`src/rtl/dmem_bus_responder.sv`:
```
// dmem_bus_responder
// Memory-side responder for the CPU data-memory port. Turns byte/half/word
// load and store requests into accesses on a word-wide synchronous SRAM
// without byte enables. Sub-word stores are performed as read-modify-write.
//
// Timing model (all outputs registered):
//  - SRAM reads are issued on entry to RD / RMW_RD, so the read word is on
//    ram_rdata while the FSM sits in RDCAP / RMW_WR.
//  - SRAM writes are issued together with ack on the edge that leaves
//    WR / RMW_WR. The SRAM commits the write at the edge that closes the ack
//    cycle, before any later read can be issued.
//  - Latency counted in edges from the accepting edge: word store and error
//    ack 1 edge later, loads and sub-word stores 2 edges later.
module dmem_bus_responder #(
  parameter int ADDR_W = 11,
  parameter int RAM_AW = ADDR_W - 2
) (
  input  logic              clk,
  input  logic              rst,
  input  logic              req_ena,
  input  logic              req_we,
  input  logic [ADDR_W-1:0] req_addr,
  input  logic [2:0]        data_w,
  input  logic              data_sign,
  input  logic [31:0]       req_wdata,
  output logic [31:0]       rdata,
  output logic              ack,
  output logic              err,
  output logic              busy,
  output logic              ram_ce,
  output logic              ram_we,
  output logic [RAM_AW-1:0] ram_addr,
  output logic [31:0]       ram_wdata,
  input  logic [31:0]       ram_rdata
);

  localparam logic [2:0] W_BYTE = 3'b001;
  localparam logic [2:0] W_HALF = 3'b010;
  localparam logic [2:0] W_WORD = 3'b100;

  typedef enum logic [2:0] {
    S_IDLE,
    S_WR,
    S_RD,
    S_RDCAP,
    S_RMW_RD,
    S_RMW_WR,
    S_ERR
  } state_t;

  state_t      state;
  logic [1:0]  lat_lane;
  logic [2:0]  lat_w;
  logic        lat_sign;
  logic [31:0] lat_wdata;
  logic        req_bad;

  // Pick the addressed lane out of a read word and extend it to 32 bits.
  function automatic logic [31:0] load_fmt(input logic [31:0] word,
                                           input logic [1:0]  lane,
                                           input logic [2:0]  w,
                                           input logic        sgn);
    logic [7:0]  b;
    logic [15:0] h;
    logic [31:0] res;
    case (lane)
      2'd0:    b = word[7:0];
      2'd1:    b = word[15:8];
      2'd2:    b = word[23:16];
      default: b = word[31:24];
    endcase
    h = lane[1] ? word[31:16] : word[15:0];
    case (w)
      W_BYTE:  res = {{24{sgn & b[7]}}, b};
      W_HALF:  res = {{16{sgn & h[15]}}, h};
      default: res = word;
    endcase
    return res;
  endfunction

  // Overlay the low store bits onto the addressed lane(s) of the old word.
  function automatic logic [31:0] merge(input logic [31:0] word,
                                        input logic [31:0] wd,
                                        input logic [1:0]  lane,
                                        input logic [2:0]  w);
    logic [31:0] res;
    res = word;
    if (w == W_HALF) begin
      if (lane[1]) res[31:16] = wd[15:0];
      else         res[15:0]  = wd[15:0];
    end else begin
      case (lane)
        2'd0:    res[7:0]   = wd[7:0];
        2'd1:    res[15:8]  = wd[7:0];
        2'd2:    res[23:16] = wd[7:0];
        default: res[31:24] = wd[7:0];
      endcase
    end
    return res;
  endfunction

  // Flag requests that are misaligned for their width or use an invalid width code.
  always_comb begin
    // NOTE: req_bad gets a value before the case so no path leaves it unassigned (no latch).
    req_bad = 1'b1;
    case (data_w)
      W_BYTE:  req_bad = 1'b0;
      W_HALF:  req_bad = req_addr[0];
      W_WORD:  req_bad = |req_addr[1:0];
      default: req_bad = 1'b1;
    endcase
  end

  // Request FSM with registered SRAM controls, ack/err and load data.
  always_ff @(posedge clk or negedge rst) begin
    if (!rst) begin
      state     <= S_IDLE;
      lat_lane  <= '0;
      lat_w     <= '0;
      lat_sign  <= 1'b0;
      lat_wdata <= '0;
      rdata     <= '0;
      ack       <= 1'b0;
      err       <= 1'b0;
      busy      <= 1'b0;
      ram_ce    <= 1'b0;
      ram_we    <= 1'b0;
      ram_addr  <= '0;
      ram_wdata <= '0;
    end else begin
      // NOTE: state registers use non-blocking assignments so every branch sees pre-edge values.
      ram_ce <= 1'b0;
      ram_we <= 1'b0;
      ack    <= 1'b0;
      err    <= 1'b0;
      unique case (state)
        S_IDLE: begin
          busy <= req_ena;
          if (req_ena) begin
            lat_lane  <= req_addr[1:0];
            lat_w     <= data_w;
            lat_sign  <= data_sign;
            lat_wdata <= req_wdata;
            if (req_bad) begin
              state <= S_ERR;
            end else begin
              ram_addr <= req_addr[ADDR_W-1:2];
              if (req_we && data_w == W_WORD) begin
                state <= S_WR;
              end else if (req_we) begin
                state  <= S_RMW_RD;
                ram_ce <= 1'b1;
              end else begin
                state  <= S_RD;
                ram_ce <= 1'b1;
              end
            end
          end
        end
        S_WR: begin
          ram_ce    <= 1'b1;
          ram_we    <= 1'b1;
          ram_wdata <= lat_wdata;
          ack       <= 1'b1;
          busy      <= 1'b0;
          state     <= S_IDLE;
        end
        S_RD: begin
          state <= S_RDCAP;
        end
        S_RDCAP: begin
          rdata <= load_fmt(ram_rdata, lat_lane, lat_w, lat_sign);
          ack   <= 1'b1;
          busy  <= 1'b0;
          state <= S_IDLE;
        end
        S_RMW_RD: begin
          state <= S_RMW_WR;
        end
        S_RMW_WR: begin
          ram_ce    <= 1'b1;
          ram_we    <= 1'b1;
          ram_wdata <= merge(ram_rdata, lat_wdata, lat_lane, lat_w);
          ack       <= 1'b1;
          busy      <= 1'b0;
          state     <= S_IDLE;
        end
        S_ERR: begin
          ack   <= 1'b1;
          err   <= 1'b1;
          busy  <= 1'b0;
          state <= S_IDLE;
        end
        default: begin
          busy  <= 1'b0;
          state <= S_IDLE;
        end
      endcase
    end
  end

endmodule

```
`config.mk`:
```
export PLATFORM = sky130hd
export DESIGN_NAME = dmem_bus_responder
export DESIGN_NICKNAME = d
export VERILOG_FILES = /design/src/rtl/dmem_bus_responder.sv
export SDC_FILE = /design/constraint.sdc
export NUM_CORES = 1
export LEC_CHECK = 0
export CAP_MARGIN = 20
export CORE_MARGIN = 2
export CORE_UTILIZATION = 44
export DETAILED_ROUTE_END_ITERATION = 10
export GPL_TIMING_DRIVEN = 0
export PLACE_DENSITY = 0.77
export SYNTH_ARGS = -nofsm -noshare
export SYNTH_HDL_FRONTEND = slang
export SYNTH_SLANG_ARGS = --single-unit
```
`constraint.sdc`:
```
create_clock -name clk -period 1.8 [get_ports clk]
set_clock_uncertainty 0.05 [all_clocks]
set_input_delay 0.36 -clock clk [delete_from_list [all_inputs] [get_ports clk]]
set_output_delay 0.36 -clock clk [all_outputs]
set_load 0.02 [all_outputs]
```
==> results.toml <==
[outcome]
status = "finished clean"

[timing]
drv_slew = 0
worst_slew_pin_slew_ns = 0.509
tns_ns = 0
layout_setup_ws_ns = 0.0180
period_share_pct = 99.0
fmax_mhz = 561
maxSlewHeadroom_pct = 65.9
post-route-min-period_ns = 1.78
rsz0062_at_grt = "true"
setup_viol = 0
final_hold_viol_count = 0

[critical_path]
worstRegToRegCells = 6
cp_cell_sequence = "buf_6, nand2b_4, a2111oi_4, buf_6, a21oi_1, o22ai_1"
critPathSlowestCell = "a2111oi_4"
required_ns = 2.08
r2r_slack_ns = 0.02
arrival_ns = 2.07
worstSetupEndpointType = "flip-flop"
cp_common_cell = "buf_6"
crit_path_max_fanout = 10
crit_family = "compound AO/OA/AOI/OAI gates"
cp_num_buf_inv = 2
r2r-end = "rdata[29]"
startpoint_type = "flip-flop"
r2r_start = "lat_w[0]"
cpPeakStageDelay_ns = 0.46
path_class = "reg -> reg"

[clock_tree]
htree_levels = 4
clk_pin_slew_worst_paths_ns = 0.06
numCtsBuffers = 17
ctsRootBufferMaster = "clkbuf_16"
cts.path.max_buffers = 2
cts_tree = "yes"
cts_num_sinks = 119
clk_latency_ns = 0.42

[placement]
dpl.hpwl_mm = 14.0
place_congestion = 0.889
io_buffer_count = 160
pre_cts_slack_ns = -0.687

[yosys]
yosys_most_used_dff = "dfrtp_1"
async_flop_share_pct = 100
netlist_area_mm2 = 0.00594
synthAdderAreaFrac_pct = 0
synth.distinct_cells = 50
ys_warn_count = 0
synth_cells = 579
yosysTopAreaCell = "dfrtp_1"
synth_area_leaders = "dfrtp_1 50%, mux2_2 8.3%, o21ai_0 5.7%"
ys_ff_latch = 119
synth_top_family_by_area = "compound AO/OA/AOI/OAI gates"
synth_top_area_share_pct = 50.2
synth_compound_area_share_pct = 24.0
synth_simple_gate_area_share_pct = 10.5
synth.net_count = 662
muxShareOfSynthArea_pct = 11.2
synth-edff-count = 0
synth-xor-area-share_pct = 0.148
ys_seq_area_share_pct = 50.2
syn_avg_cell_area_um2 = 10.3

[floorplan]
core_area_mm2 = 0.0132
die_w_um = 120
rows = 42
dieArea_mm2 = 0.0144
io-pin-count = 161
initial_core_util_pct = 45.0
fp.dieH_um = 120

[finish]
n_antenna_cell = 0
final_core_util_pct = 67.4
finish.net_count = 871
areaGrowthSynthToFinish_pct = 49.9
drive_gt1_share_pct = 23.9

[grt]
grt-ovfl-total = 0
grt_pass1_vias = 5488
antenna_found_initial = 0
grt_pass1_wl_mm = 30.1
grt_usage_pct = 27.4
grt_max_degree = 99

[routing]
vias = 5721
first_pass_iters = 5
viasPerCell = 5.86
post_drt_wl_per_cell_um = 20.5
ant_nets = 0
drt_iter0_drc = 597
routed_wirelength_mm = 20.0
drc_errors = 0

[power]
pwr_density_cell_mw_per_mm2 = 1900
swShare_pct = 42.2
clkPwrFrac_pct = 18.7
leakagePower_nw = 3.86
p_seq_share_pct = 29.7
internal-power_mw = 9.74
switching_power_mw = 7.12
ir_drop_mv = 0.918
power_frac_comb_pct = 51.6

[hold_path]
min_to = "lat_w[2]"
hold_depth = 2
hp-start = "data_w[2]"
min_path_type = "in -> reg"

[run]
maxCapViolations = 0
==> how the worst max path moves through the flow <==
stage,to,cells past startpoint,slack [ns],from
3_5_place_dp,ram_addr[4],6,-0.69,data_w[2]
5_1_grt,ram_addr[3],6,-0.03,state[1]
4_1_cts,ram_wdata[14],6,-0.02,lat_w[2]
3_3_place_gp,rdata[29],1,-4.10,rst
6_report,rdata[29],6,0.02,lat_w[0]
2_1_floorplan,ram_addr[0],6,0.03,state[1]
==> stage by stage <==
| step | hold slack, ns | instances | area, µm² | power (mW) |
|---|---|---|---|---|
| 2_1_floorplan | 0.0144 | 579 | 5940 | 9.75 |
| 3_3_place_gp | 0.433 | 915 | 7760 | 12.8 |
| 3_5_place_dp | 0.176 | 916 | 7790 | 13.1 |
| 4_1_cts | 0.313 | 958 | 8520 | 16.2 |
| 5_1_grt | 0.304 | 976 | 8890 | 17.8 |
| 6_report | 0.302 | 976 | 8890 | 16.9 |
==> power groups by stage <==
stage	combinational, mW	clock [mW]	sequential (mW)
after CTS	8.03	3.17	4.97
after global routing	9.34	3.29	5.14
after detailed placement	8.06	0	5.00
final	8.71	3.15	5.01
after global placement	7.85	0	4.97
after floorplan	4.04	0	5.71
==> registers in the layout, indices dropped and copies added (netlist names) <==
signal and cells:
err 1, ram_addr 9, ram_wdata 32, lat_sign 1
state 3, ram_ce 1, ack 1, lat_w 3
rdata 32, lat_lane 2, lat_wdata 32, busy 1
ram_we 1
==> worst reg2reg max path: stages, from the launching register on <==
cell and delay [ns]:
dfrtp_1 0.43, buf_6 0.17, nand2b_4 0.18, a2111oi_4 0.46
buf_6 0.21, a21oi_1 0.05, o22ai_1 0.15
==> logic make-up after synthesis <==
group	count (synthesis)
AO/OA/AOI/OAI	229
buffers and inverters	53
flip-flops	119
AND/OR/NAND/NOR	116
multiplexers	61
XOR/XNOR	1
==> cell usage after synthesis, types with 2 or more instances <==
cell and n:
o22ai_2 4, a21oi_2 4, buf_6 2, o31ai_1 5, nor3b_1 14, a21oi_1 65
a22oi_1 16, o211ai_1 8, dfrtp_1 119, nand2b_1 2, buf_4 2, nand2_1 34
o22ai_1 15, o21a_1 7, nor3_1 5, a211oi_1 3, a31oi_1 12, buf_2 15
nor3_2 2, nor3b_2 2, mux2i_1 17, mux2_2 44, a32o_1 7, nand2b_4 2
o21ai_2 3, inv_1 8, o21ai_0 68, nor2_1 33, clkbuf_1 24, nand3_1 13
o21ai_1 5
==> routing by layer <==
layer / up-vias / part of all wire, % / global-route usage (%)
li1: 2560 / - / -
met1: 2774 / 41 / 37.0
met2: 329 / 47 / 43.6
met3: 58 / 8.5 / 5.61
met4: 0 / 3.1 / 10.2
met5: - / 0 / 0
==> cell usage in the layout, fill, tap and decap left out, types with 10 or more instances in the layout <==
cell type / instances
clkbuf_16: 17
nor2_1: 30
mux2i_1: 17
o21ai_0: 65
dlygate4sd2_1: 59
o22ai_1: 13
buf_4: 26
mux2_2: 39
nor3b_1: 13
a31oi_1: 11
nand2_1: 32
buf_6: 16
dfrtp_1: 118
clkbuf_1: 11
clkdlybuf4s50_1: 83
a22oi_1: 15
dlymetal6s2s_1: 17
a21oi_1: 62
nand3_1: 13
clkbuf_2: 10
==> cell type report <==
class                      instances  area [µm²]
tap                              176         220
multi-input combinational        407        2960
inverter                           9        37.5
buffer                            44         303
sequential                       119        2980
timing repair buffer             190        1850
clock buffer                      19         443
clock inverter                    12         105
fill                            1034        4300
==> what timing repair did <==
item,4_1_cts,5_1_grt
setup buffers,9,18
hold buffers,1,0
setup endpoints to repair,166,111
pin swaps,5,15
hold endpoints to repair,21,0
cloned,1,0
gates resized for setup,108,77
Power figures use the tool's default switching activity.
